### src/rtl/psone_uart_gen.sv
// psone_uart_gen: parametrised full-duplex UART for the pad bridge; parity bit enabled by `define UART_PARITY_EN.
// Latency: oTX drops on the accept edge; RX flags rise 1 cycle after the mid-stop sample (+2 sync flops).
// Backpressure: none -- iTRAN_ST is ignored while oTRAN_BUSY, received bytes must be taken on oREC_END.
module psone_uart_gen #(
  parameter int CLK_DIV    = 1302,
  parameter int OVERSAMPLE = 4,
  parameter int DATA_BITS  = 8,
  parameter int STOP_BITS  = 2,
  parameter int PARITY_ODD = 0
) (
  input  logic                 iCLK,
  input  logic                 iRESET,
  input  logic                 iRX,
  output logic                 oTX,
  input  logic                 iTRAN_ST,
  input  logic [DATA_BITS-1:0] iTX_BYTE,
  output logic                 oTRAN_BUSY,
  output logic [DATA_BITS-1:0] oRX_BYTE,
  output logic                 oREC_END,
  output logic                 oREC_BUSY,
  output logic                 oREC_ER,
  output logic                 oPAR_ER
);

  localparam int DIV_W = $clog2(CLK_DIV);
  localparam int OS_W  = $clog2(OVERSAMPLE);
  localparam int BIT_W = $clog2(DATA_BITS);

  localparam logic [DIV_W-1:0] DIV_LAST  = DIV_W'(CLK_DIV - 1);
  localparam logic [OS_W-1:0]  OS_LAST   = OS_W'(OVERSAMPLE - 1);
  localparam logic [OS_W-1:0]  OS_MID    = OS_W'(OVERSAMPLE / 2 - 1);
  localparam logic [BIT_W-1:0] DATA_LAST = BIT_W'(DATA_BITS - 1);
  localparam logic [BIT_W-1:0] STOP_LAST = BIT_W'(STOP_BITS - 1);
  localparam logic [BIT_W-1:0] HOLD_LAST = BIT_W'(1);
`ifdef UART_PARITY_EN
  localparam logic             PAR_ODD   = (PARITY_ODD != 0);
`endif

  if (CLK_DIV < 2 || OVERSAMPLE < 4 || (OVERSAMPLE % 2) != 0 || DATA_BITS < 5 || DATA_BITS > 9 ||
      STOP_BITS < 1 || STOP_BITS > 2 || PARITY_ODD < 0 || PARITY_ODD > 1) begin : g_param_check
    $error("psone_uart_gen: illegal parameter set");
  end

  typedef enum logic [2:0] {
    T_IDLE,
    T_START,
    T_DATA,
`ifdef UART_PARITY_EN
    T_PAR,
`endif
    T_STOP
  } tx_state_t;

  typedef enum logic [3:0] {
    R_IDLE,
    R_START,
    R_DATA,
`ifdef UART_PARITY_EN
    R_PAR,
    R_PERR,
`endif
    R_STOP,
    R_DONE,
    R_ERR,
    R_HOLD
  } rx_state_t;

  // ---------------------------------------------------------------- TX
  tx_state_t            tx_state;
  logic [DIV_W-1:0]     tx_div;
  logic [OS_W-1:0]      tx_os;
  logic [BIT_W-1:0]     tx_bit;
  logic [DATA_BITS-1:0] tx_shift;
`ifdef UART_PARITY_EN
  logic                 tx_par;
`endif
  logic                 tx_tick;
  logic                 tx_bit_end;

  assign tx_tick    = (tx_div == '0);
  assign tx_bit_end = tx_tick && (tx_os == OS_LAST);

  always_ff @(posedge iCLK) begin
    if (!iRESET) begin
      tx_state   <= T_IDLE;
      tx_div     <= DIV_LAST;
      tx_os      <= '0;
      tx_bit     <= '0;
      tx_shift   <= '0;
`ifdef UART_PARITY_EN
      tx_par     <= 1'b0;
`endif
      oTX        <= 1'b1;
      oTRAN_BUSY <= 1'b0;
    end else if (tx_state == T_IDLE) begin
      if (iTRAN_ST) begin
        tx_state   <= T_START;
        tx_shift   <= iTX_BYTE;
        tx_div     <= DIV_LAST;
        tx_os      <= '0;
        tx_bit     <= '0;
`ifdef UART_PARITY_EN
        tx_par     <= (^iTX_BYTE) ^ PAR_ODD;
`endif
        oTX        <= 1'b0;
        oTRAN_BUSY <= 1'b1;
      end
    end else begin
      tx_div <= tx_tick ? DIV_LAST : tx_div - 1'b1;
      if (tx_tick) tx_os <= (tx_os == OS_LAST) ? '0 : tx_os + 1'b1;
      if (tx_bit_end) begin
        case (tx_state)
          T_START: begin
            tx_state <= T_DATA;
            oTX      <= tx_shift[0];
            tx_shift <= tx_shift >> 1;
          end
          T_DATA: begin
            if (tx_bit == DATA_LAST) begin
              tx_bit   <= '0;
`ifdef UART_PARITY_EN
              tx_state <= T_PAR;
              oTX      <= tx_par;
`else
              tx_state <= T_STOP;
              oTX      <= 1'b1;
`endif
            end else begin
              tx_bit   <= tx_bit + 1'b1;
              oTX      <= tx_shift[0];
              tx_shift <= tx_shift >> 1;
            end
          end
`ifdef UART_PARITY_EN
          T_PAR: begin
            tx_state <= T_STOP;
            oTX      <= 1'b1;
          end
`endif
          T_STOP: begin
            if (tx_bit == STOP_LAST) begin
              tx_state   <= T_IDLE;
              oTRAN_BUSY <= 1'b0;
            end else begin
              tx_bit <= tx_bit + 1'b1;
            end
          end
          default: begin
            tx_state   <= T_IDLE;
            oTX        <= 1'b1;
            oTRAN_BUSY <= 1'b0;
          end
        endcase
      end
    end
  end

  // ---------------------------------------------------------------- RX
  logic                 rx_meta;
  logic                 rxs;
  rx_state_t            rx_state;
  logic [DIV_W-1:0]     rx_div;
  logic [OS_W-1:0]      rx_os;
  logic [BIT_W-1:0]     rx_bit;
  logic [DATA_BITS-1:0] rx_shift;
  logic                 rx_hold_done;
`ifdef UART_PARITY_EN
  logic                 rx_par_acc;
  logic                 rx_par_bad;
`endif
  logic                 rx_tick;
  logic                 rx_mid;
  logic                 rx_bit_end;

  assign rx_tick    = (rx_div == '0);
  assign rx_mid     = rx_tick && (rx_os == OS_MID);
  assign rx_bit_end = rx_tick && (rx_os == OS_LAST);
  assign oREC_BUSY  = (rx_state != R_IDLE);

  always_ff @(posedge iCLK) begin
    if (!iRESET) begin
      rx_meta      <= 1'b1;
      rxs          <= 1'b1;
      rx_state     <= R_IDLE;
      rx_div       <= DIV_LAST;
      rx_os        <= '0;
      rx_bit       <= '0;
      rx_shift     <= '0;
      rx_hold_done <= 1'b0;
      oRX_BYTE     <= '0;
      oREC_END     <= 1'b0;
      oREC_ER      <= 1'b0;
`ifdef UART_PARITY_EN
      rx_par_acc   <= 1'b0;
      rx_par_bad   <= 1'b0;
      oPAR_ER      <= 1'b0;
`endif
    end else begin
      rx_meta  <= iRX;
      rxs      <= rx_meta;
      oREC_END <= 1'b0;
      oREC_ER  <= 1'b0;
`ifdef UART_PARITY_EN
      oPAR_ER  <= 1'b0;
`endif
      // Free-running tick/phase counters while busy; state arms below override them on (re)start.
      if (rx_state != R_IDLE) begin
        rx_div <= rx_tick ? DIV_LAST : rx_div - 1'b1;
        if (rx_tick) rx_os <= (rx_os == OS_LAST) ? '0 : rx_os + 1'b1;
      end
      case (rx_state)
        R_IDLE: begin
          if (!rxs) begin
            rx_state   <= R_START;
            rx_div     <= DIV_LAST;
            rx_os      <= '0;
            rx_bit     <= '0;
`ifdef UART_PARITY_EN
            rx_par_acc <= 1'b0;
            rx_par_bad <= 1'b0;
`endif
          end
        end
        R_START: begin
          if (rx_mid) begin
            rx_os    <= '0;
            rx_state <= rxs ? R_IDLE : R_DATA;
          end
        end
        R_DATA: begin
          if (rx_bit_end) begin
            rx_shift   <= {rxs, rx_shift[DATA_BITS-1:1]};
`ifdef UART_PARITY_EN
            rx_par_acc <= rx_par_acc ^ rxs;
`endif
            if (rx_bit == DATA_LAST) begin
`ifdef UART_PARITY_EN
              rx_state <= R_PAR;
`else
              rx_state <= R_STOP;
`endif
            end else begin
              rx_bit <= rx_bit + 1'b1;
            end
          end
        end
`ifdef UART_PARITY_EN
        R_PAR: begin
          if (rx_bit_end) begin
            rx_par_bad <= rxs ^ rx_par_acc ^ PAR_ODD;
            rx_state   <= R_STOP;
          end
        end
`endif
        R_STOP: begin
          if (rx_bit_end) begin
            if (!rxs) begin
              rx_state <= R_ERR;
`ifdef UART_PARITY_EN
            end else if (rx_par_bad) begin
              rx_state <= R_PERR;
`endif
            end else begin
              rx_state <= R_DONE;
            end
          end
        end
        R_DONE: begin
          oRX_BYTE <= rx_shift;
          oREC_END <= 1'b1;
          rx_state <= R_IDLE;
        end
        R_ERR: begin
          oREC_ER      <= 1'b1;
          rx_state     <= R_HOLD;
          rx_div       <= DIV_LAST;
          rx_os        <= '0;
          rx_bit       <= '0;
          rx_hold_done <= 1'b0;
        end
`ifdef UART_PARITY_EN
        R_PERR: begin
          oPAR_ER      <= 1'b1;
          rx_state     <= R_HOLD;
          rx_div       <= DIV_LAST;
          rx_os        <= '0;
          rx_bit       <= '0;
          rx_hold_done <= 1'b0;
        end
`endif
        R_HOLD: begin
          // Two quiet bit periods, then the line must be back high before hunting for a start bit.
          if (rx_hold_done) begin
            if (rxs) rx_state <= R_IDLE;
          end else if (rx_bit_end) begin
            if (rx_bit == HOLD_LAST) rx_hold_done <= 1'b1;
            else                     rx_bit       <= rx_bit + 1'b1;
          end
        end
        default: rx_state <= R_IDLE;
      endcase
    end
  end

`ifndef UART_PARITY_EN
  assign oPAR_ER = 1'b0;
`endif

endmodule
### config.mk
export PLATFORM = sky130hd
export DESIGN_NAME = psone_uart_gen
export DESIGN_NICKNAME = d
export VERILOG_FILES = /design/src/rtl/psone_uart_gen.sv
export SDC_FILE = /design/constraint.sdc
export NUM_CORES = 1
export LEC_CHECK = 0
export ABC_AREA = 1
export ABC_CLOCK_PERIOD_IN_PS = 2400
export CORE_UTILIZATION = 35
export DETAILED_ROUTE_END_ITERATION = 6
export PLACE_DENSITY = 0.63
export SLEW_MARGIN = 15
export SYNTH_ARGS = -nofsm -noshare
export SYNTH_HDL_FRONTEND = slang
export SYNTH_SLANG_ARGS = --single-unit
### constraint.sdc
create_clock -name iCLK -period 2.4 [get_ports iCLK]
set_input_delay 0.36 -clock iCLK [delete_from_list [all_inputs] [get_ports iCLK]]
set_output_delay 0.36 -clock iCLK [all_outputs]
set_load 0.02 [all_outputs]
# After elaboration in Yosys (flattened, before gate mapping)

Index checks and enable logic that the tools add are counted.

Reduce and logical (&&, ||, !) cells: 24
$mul: 0
Div/mod/pow operators: 0
Add/sub/neg operators: 6
Eq/ne operators: 34
Bitwise gates (word level): 0
Shift-type cells: 0
Multiplexer cells: 67
$lt $le $gt $ge: 0

Operators by type and width:

| cell                    | count |
|---|---|
| $mux W11                | 6 |
| $mux W3                 | 16 |
| $mux W8                 | 4 |
| $mux W4                 | 7 |
| $ne A2 B2 Y1 const B    | 13 |
| $pmux W4 S6             | 1 |
| $logic_not A11 Y1       | 2 |
| $pmux W11 S2            | 1 |
| $sub A11 B1 Y11 const B | 2 |
| $mux W2                 | 10 |
| $pmux W8 S2             | 1 |
| $reduce_and A4 Y1       | 4 |
| $mux W1                 | 14 |
| $reduce_and A7 Y1       | 2 |
| $eq A4 B3 Y1 const B    | 3 |
| $ne A3 B3 Y1 const B    | 4 |
| $pmux W3 S4             | 1 |
| $eq A3 B1 Y1 const B    | 3 |
| $pmux W3 S3             | 1 |
| $eq A4 B2 Y1 const B    | 2 |
| $reduce_bool A4 Y1      | 2 |
| $add A3 B1 Y3 const B   | 2 |
| $eq A3 B2 Y1 const B    | 2 |
| $eq A3 B3 Y1 const B    | 2 |
| 17 further kinds        | 26 |

Bits in read-only memories: 0
Output and inout bits: 14
Memories kept: 0
RAM bits: 0
Latch bits: 0
Register bits after elaboration: 70
Word-level logic and storage cells: 149
Input bits: 12

# Longest topological paths before layout

Depth in word-level cells: 6
Depth in mapped cells: 11
Mapped depth without buffers: 11

# Worst setup path after synthesis

OpenSTA, ideal clock, no wires.

Path kind: reg2reg
Start point: register tx_state[0]
End point: register tx_div[8]
Buffers on the path: 2
Stages on the path, launching flop included: 12
Setup slack: 731 ps
Period minus slack after synthesis: 1669 ps
Library setup time: 128 ps
Required time: 2272 ps
Data arrival time: 1541 ps
Cells stage by stage: dfxtp_1 -> inv_1 -> ha_1 -> buf_6 -> inv_2 -> or2_2 -> buf_2 -> nand4_2 -> nor2_1 -> nand3_1 -> xor2_1 -> nand2_1

Word-level cells in the longest chain between the ends: 2
Elaborated cells on any way between the ends: 3
Those cells by class: eq/ne (1); mux (1); reduce/logical (1)

Ends and longest elaborated chain:

| what                                                      | RTL line | source |
|---|---|---|
| start: declaration                                        | 69       | `tx_state_t tx_state;` |
| start signal: assignment                                  | 85       | `tx_state <= T_IDLE;` |
| start signal: assignment                                  | 97       | `tx_state <= T_START;` |
| start signal: assignment                                  | 114      | `tx_state <= T_DATA;` |
| $logic_not A3 Y1 *                                        | 95       | `end else if (tx_state == T_IDLE) begin` |
| $ne A2 B2 Y1 (no source line) or $mux W11 (tied branches) | n/a      |  |
| end signal: assignment                                    | 109      | `tx_div <= tx_tick ? DIV_LAST : tx_div - 1'b1;` |
| end: declaration                                          | 70       | `logic [DIV_W-1:0] tx_div;` |

Mark *: on every way between the ends. The rest lies on a longest branch, timed or not.
A chain may end at the register's enable or synchronous reset.

# Worst setup path in the final report

Start point: register rx_state[2]
End point: output oREC_BUSY

Word-level cells in the longest chain between the ends: 1

Ends and longest elaborated chain:

| what                     | RTL line | source |
|---|---|---|
| start: declaration       | 161      | `rx_state_t rx_state;` |
| start signal: assignment | 227      | `rx_state <= rxs ? R_IDLE : R_DATA;` |
| $reduce_bool A4 Y1       | 178      | `assign oREC_BUSY = (rx_state != R_IDLE);` |
| end: declaration         | 20       | `output logic oREC_BUSY,` |

Every way passes these cells.

==> flow_metrics.py <==
metrics = {
    "status": {
        "outcome": "completed",
    },
    "logic_synthesis": {
        "syn_area_um2": 3500,
        "synth_edf_count": 0,
        "synthCells": 487,
        "seq_area_frac_synth_pct": 38.9,
        "ys_ff_latch": 68,
        "async_flop_share_pct": 0,
        "synth_nets": 514,
        "yosysTopAreaCell": "dfxtp_1",
        "synth_flop_cell": "dfxtp_1",
        "synth_warnings": 0,
        "synthTopCellsByArea": "dfxtp_1 (39%), nand2_1 (12%), a21oi_1 (6.6%)",
        "synth_cell_types": 41,
        "syn_area_per_cell_um2": 7.19,
        "synth.top_cell.area_share_pct": 38.9,
    },
    "power_and_ir_drop": {
        "power.density_nw_per_um2": 1040,
        "ir_drop_mv": 0.407,
        "seqPwrFrac_pct": 35.7,
        "p_comb_share_pct": 44.8,
        "p_int_mw": 2.38,
        "switching_share_pct": 43.1,
        "p_sw_mw": 1.80,
        "clock_power_share_pct": 19.5,
        "leakage_nw": 1.67,
        "power_mw": 4.18,
    },
    "global_route": {
        "grt_usage_pct": 15.4,
        "grt_pass1_wl_um": 12800,
        "grt_max_degree": 30,
        "gr-total-overflow": 0,
        "grt_pass1_vias": 2977,
        "antenna_found_initial": 0,
    },
    "place": {
        "port_buffers": 24,
        "dp_hpwl_um": 5220,
        "dpl_worst_slack_ps": 354,
        "gp_congestion": 0.803,
    },
    "timing": {
        "slew_viol_final": 0,
        "finalCritPeriodShare_pct": 87.1,
        "fin_skew_ps": 10.4,
        "relSlewSlack_pct": 64.7,
        "worstMarginPinSlew_ps": 528,
        "worst_slack_ps": 310,
        "setup_viol": 0,
        "period_needed_ps": 2090,
        "rsz0062_at_grt": "false",
        "setup_tns_ps": 0,
        "max_freq_ghz": 0.479,
        "finalHoldViolations": 0,
    },
    "worst_setup_path": {
        "crit_slowest_cell": "clkdlybuf4s50_1",
        "path_cells": "inv_2 > nand3_4 > clkdlybuf4s50_1",
        "critPathLaunch": "rx_state[2]$_SDFFE_PN0P_",
        "worstRegToRegCells": 8,
        "arrival_ps": 1730,
        "critPathCaptureType": "output port",
        "cp_num_cells": 3,
        "start_kind": "register",
        "worstPathRequired_ps": 2040,
        "crit_type": "register to output port",
        "rr_startpoint": "tx_state[0]$_SDFFE_PN0P_",
        "path_max_fanout": 8,
        "max_stage_delay_ps": 630,
        "r2r_slack_ps": 360,
        "cp_top_family": "buffers and inverters",
        "critPathCapture": "oREC_BUSY",
        "crit_buf_inv": 2,
        "timing.rr.end": "tx_shift[7]$_SDFFE_PN0P_",
    },
    "cells_and_area": {
        "final_common_cell": "nand2_1",
        "nets": 540,
        "num_antenna_cells": 0,
        "drive_gt1_share_pct": 10.8,
        "nFillCells": 1025,
        "syn2layout_area_growth_pct": 14.6,
        "final_cell_mix": "nand2_1 (108), dfxtp_1 (68), nor2_1 (59)",
    },
    "route": {
        "firstDrtPassIters": 4,
        "wl_per_cell_um": 11.1,
        "via_per_inst": 4.73,
        "num_vias": 3078,
        "route.detailed.drc": 0,
        "antenna_left": 0,
        "routed_wl_um": 7240,
        "drt_iter0_markers": 117,
    },
    "clock_tree": {
        "clk_latency_ps": 350,
        "cts_tree": "built",
        "clock_sinks": 68,
        "cts_buffer_depth": 2,
        "numCtsBuffers": 9,
        "h-tree-depth": 3,
        "root_buffer": "clkbuf_8",
        "ctsHoldBuffers": 0,
        "postCtsResizedCells": 0,
        "cts_setup_buffers": 0,
        "clkTransAtPathRegs_ps": 80,
    },
    "die": {
        "start_util_pct": 36.0,
        "die-area_um2": 10400,
        "coreArea_um2": 9730,
        "die_w_um": 102,
        "die_y_um": 102,
        "row_count": 36,
        "num_io_pins": 26,
    },
    "run": {
        "maxCapViolations": 0,
    },
    "hold_path": {
        "hp-class": "register to register",
    },
}
power groups by stage:
stage	sequential (mW)	combinational, mW	clock [mW]
after floorplan	1.56	1.36	0
after global placement	1.51	1.82	0
after detailed placement	1.52	1.88	0
after CTS	1.49	1.89	0.848
after global routing	1.52	2.14	0.902
final	1.49	1.87	0.814
metal layers:
layer	global-route usage [%]	part of all wire (%)	wire length, um	up-vias
met5	0	0	0	-
met4	5.38	1.3	93	0
met3	3.69	3.1	227	10
met2	26.4	48	3450	36
met1	18.8	48	3470	1407
li1	-	-	-	1625
cell type report:
cell class	instances	area (um^2)	area share, %
timing repair buffer	29	278	6.92
tap	133	166	4.14
multi-input combinational	353	1850	46.0
clock buffer	9	124	3.08
inverter	52	198	4.92
clock inverter	7	43.8	1.09
sequential	68	1360	33.9
how the worst min path moves through the flow:
| stage | start | to | slack [ps] | cells past startpoint |
|---|---|---|---|---|
| 5_1_grt | rx_meta$_SDFF_PN1_ | rxs$_SDFF_PN1_ | 440 | 1 |
| 2_1_floorplan | rx_meta$_SDFF_PN1_ | rxs$_SDFF_PN1_ | 390 | 1 |
| 6_report | rx_meta$_SDFF_PN1_ | rxs$_SDFF_PN1_ | 420 | 1 |
| 3_3_place_gp | rx_meta$_SDFF_PN1_ | rxs$_SDFF_PN1_ | 400 | 1 |
| 4_1_cts | rx_meta$_SDFF_PN1_ | rxs$_SDFF_PN1_ | 420 | 1 |
| 3_5_place_dp | rx_meta$_SDFF_PN1_ | rxs$_SDFF_PN1_ | 400 | 1 |
cell usage after synthesis (6+ instances only):
cell / count
a21oi_1: 46
dfxtp_1: 68
ha_1: 15
inv_1: 45
inv_2: 6
nand2_1: 108
nand3_1: 43
nor2_1: 59
nor2_2: 7
nor3_1: 6
o21ai_0: 22
or2_2: 6
worst register-to-register path: stages, from the launching register on:
cell and delay (ps):
dfxtp_1 340, inv_1 100, ha_1 260, buf_4 230, nor3_1 80, a31oi_2 350
nand3_1 340, nand2_1 150, a21oi_1 70
stage by stage:
| step | cells | hold slack (ps) | cell area, um^2 | utilization, % |
|---|---|---|---|---|
| 5_1_grt | 651 | 440 | 4020 | 41.3 |
| 4_1_cts | 651 | 424 | 4020 | 41.3 |
| 3_3_place_gp | 635 | 395 | 3850 | 39.6 |
| 3_5_place_dp | 635 | 401 | 3850 | 39.6 |
| 6_report | 651 | 421 | 4020 | 41.3 |
| 2_1_floorplan | 487 | 393 | 3500 | - |
registers in the layout (all words and copies together), names as in the netlist, 2 cells and up:
register	count
tx_state	2
oRX_BYTE	8
rx_bit	3
rx_state	3
tx_bit	3
rx_os	2
tx_shift	8
rx_div	11
rx_shift	8
tx_os	2
tx_div	11
kinds of logic after synthesis:
kind of cell	share of synthesized area [%]
and+or+nand+nor	32.3
AOI/OAI and AO/OA	13.1
DFF	38.9
buffers and inverters	8.46
adders and majority gates	5.36
xor gates and xnor gates	1.75
other	0.107
Power figures use the tool's default switching activity.
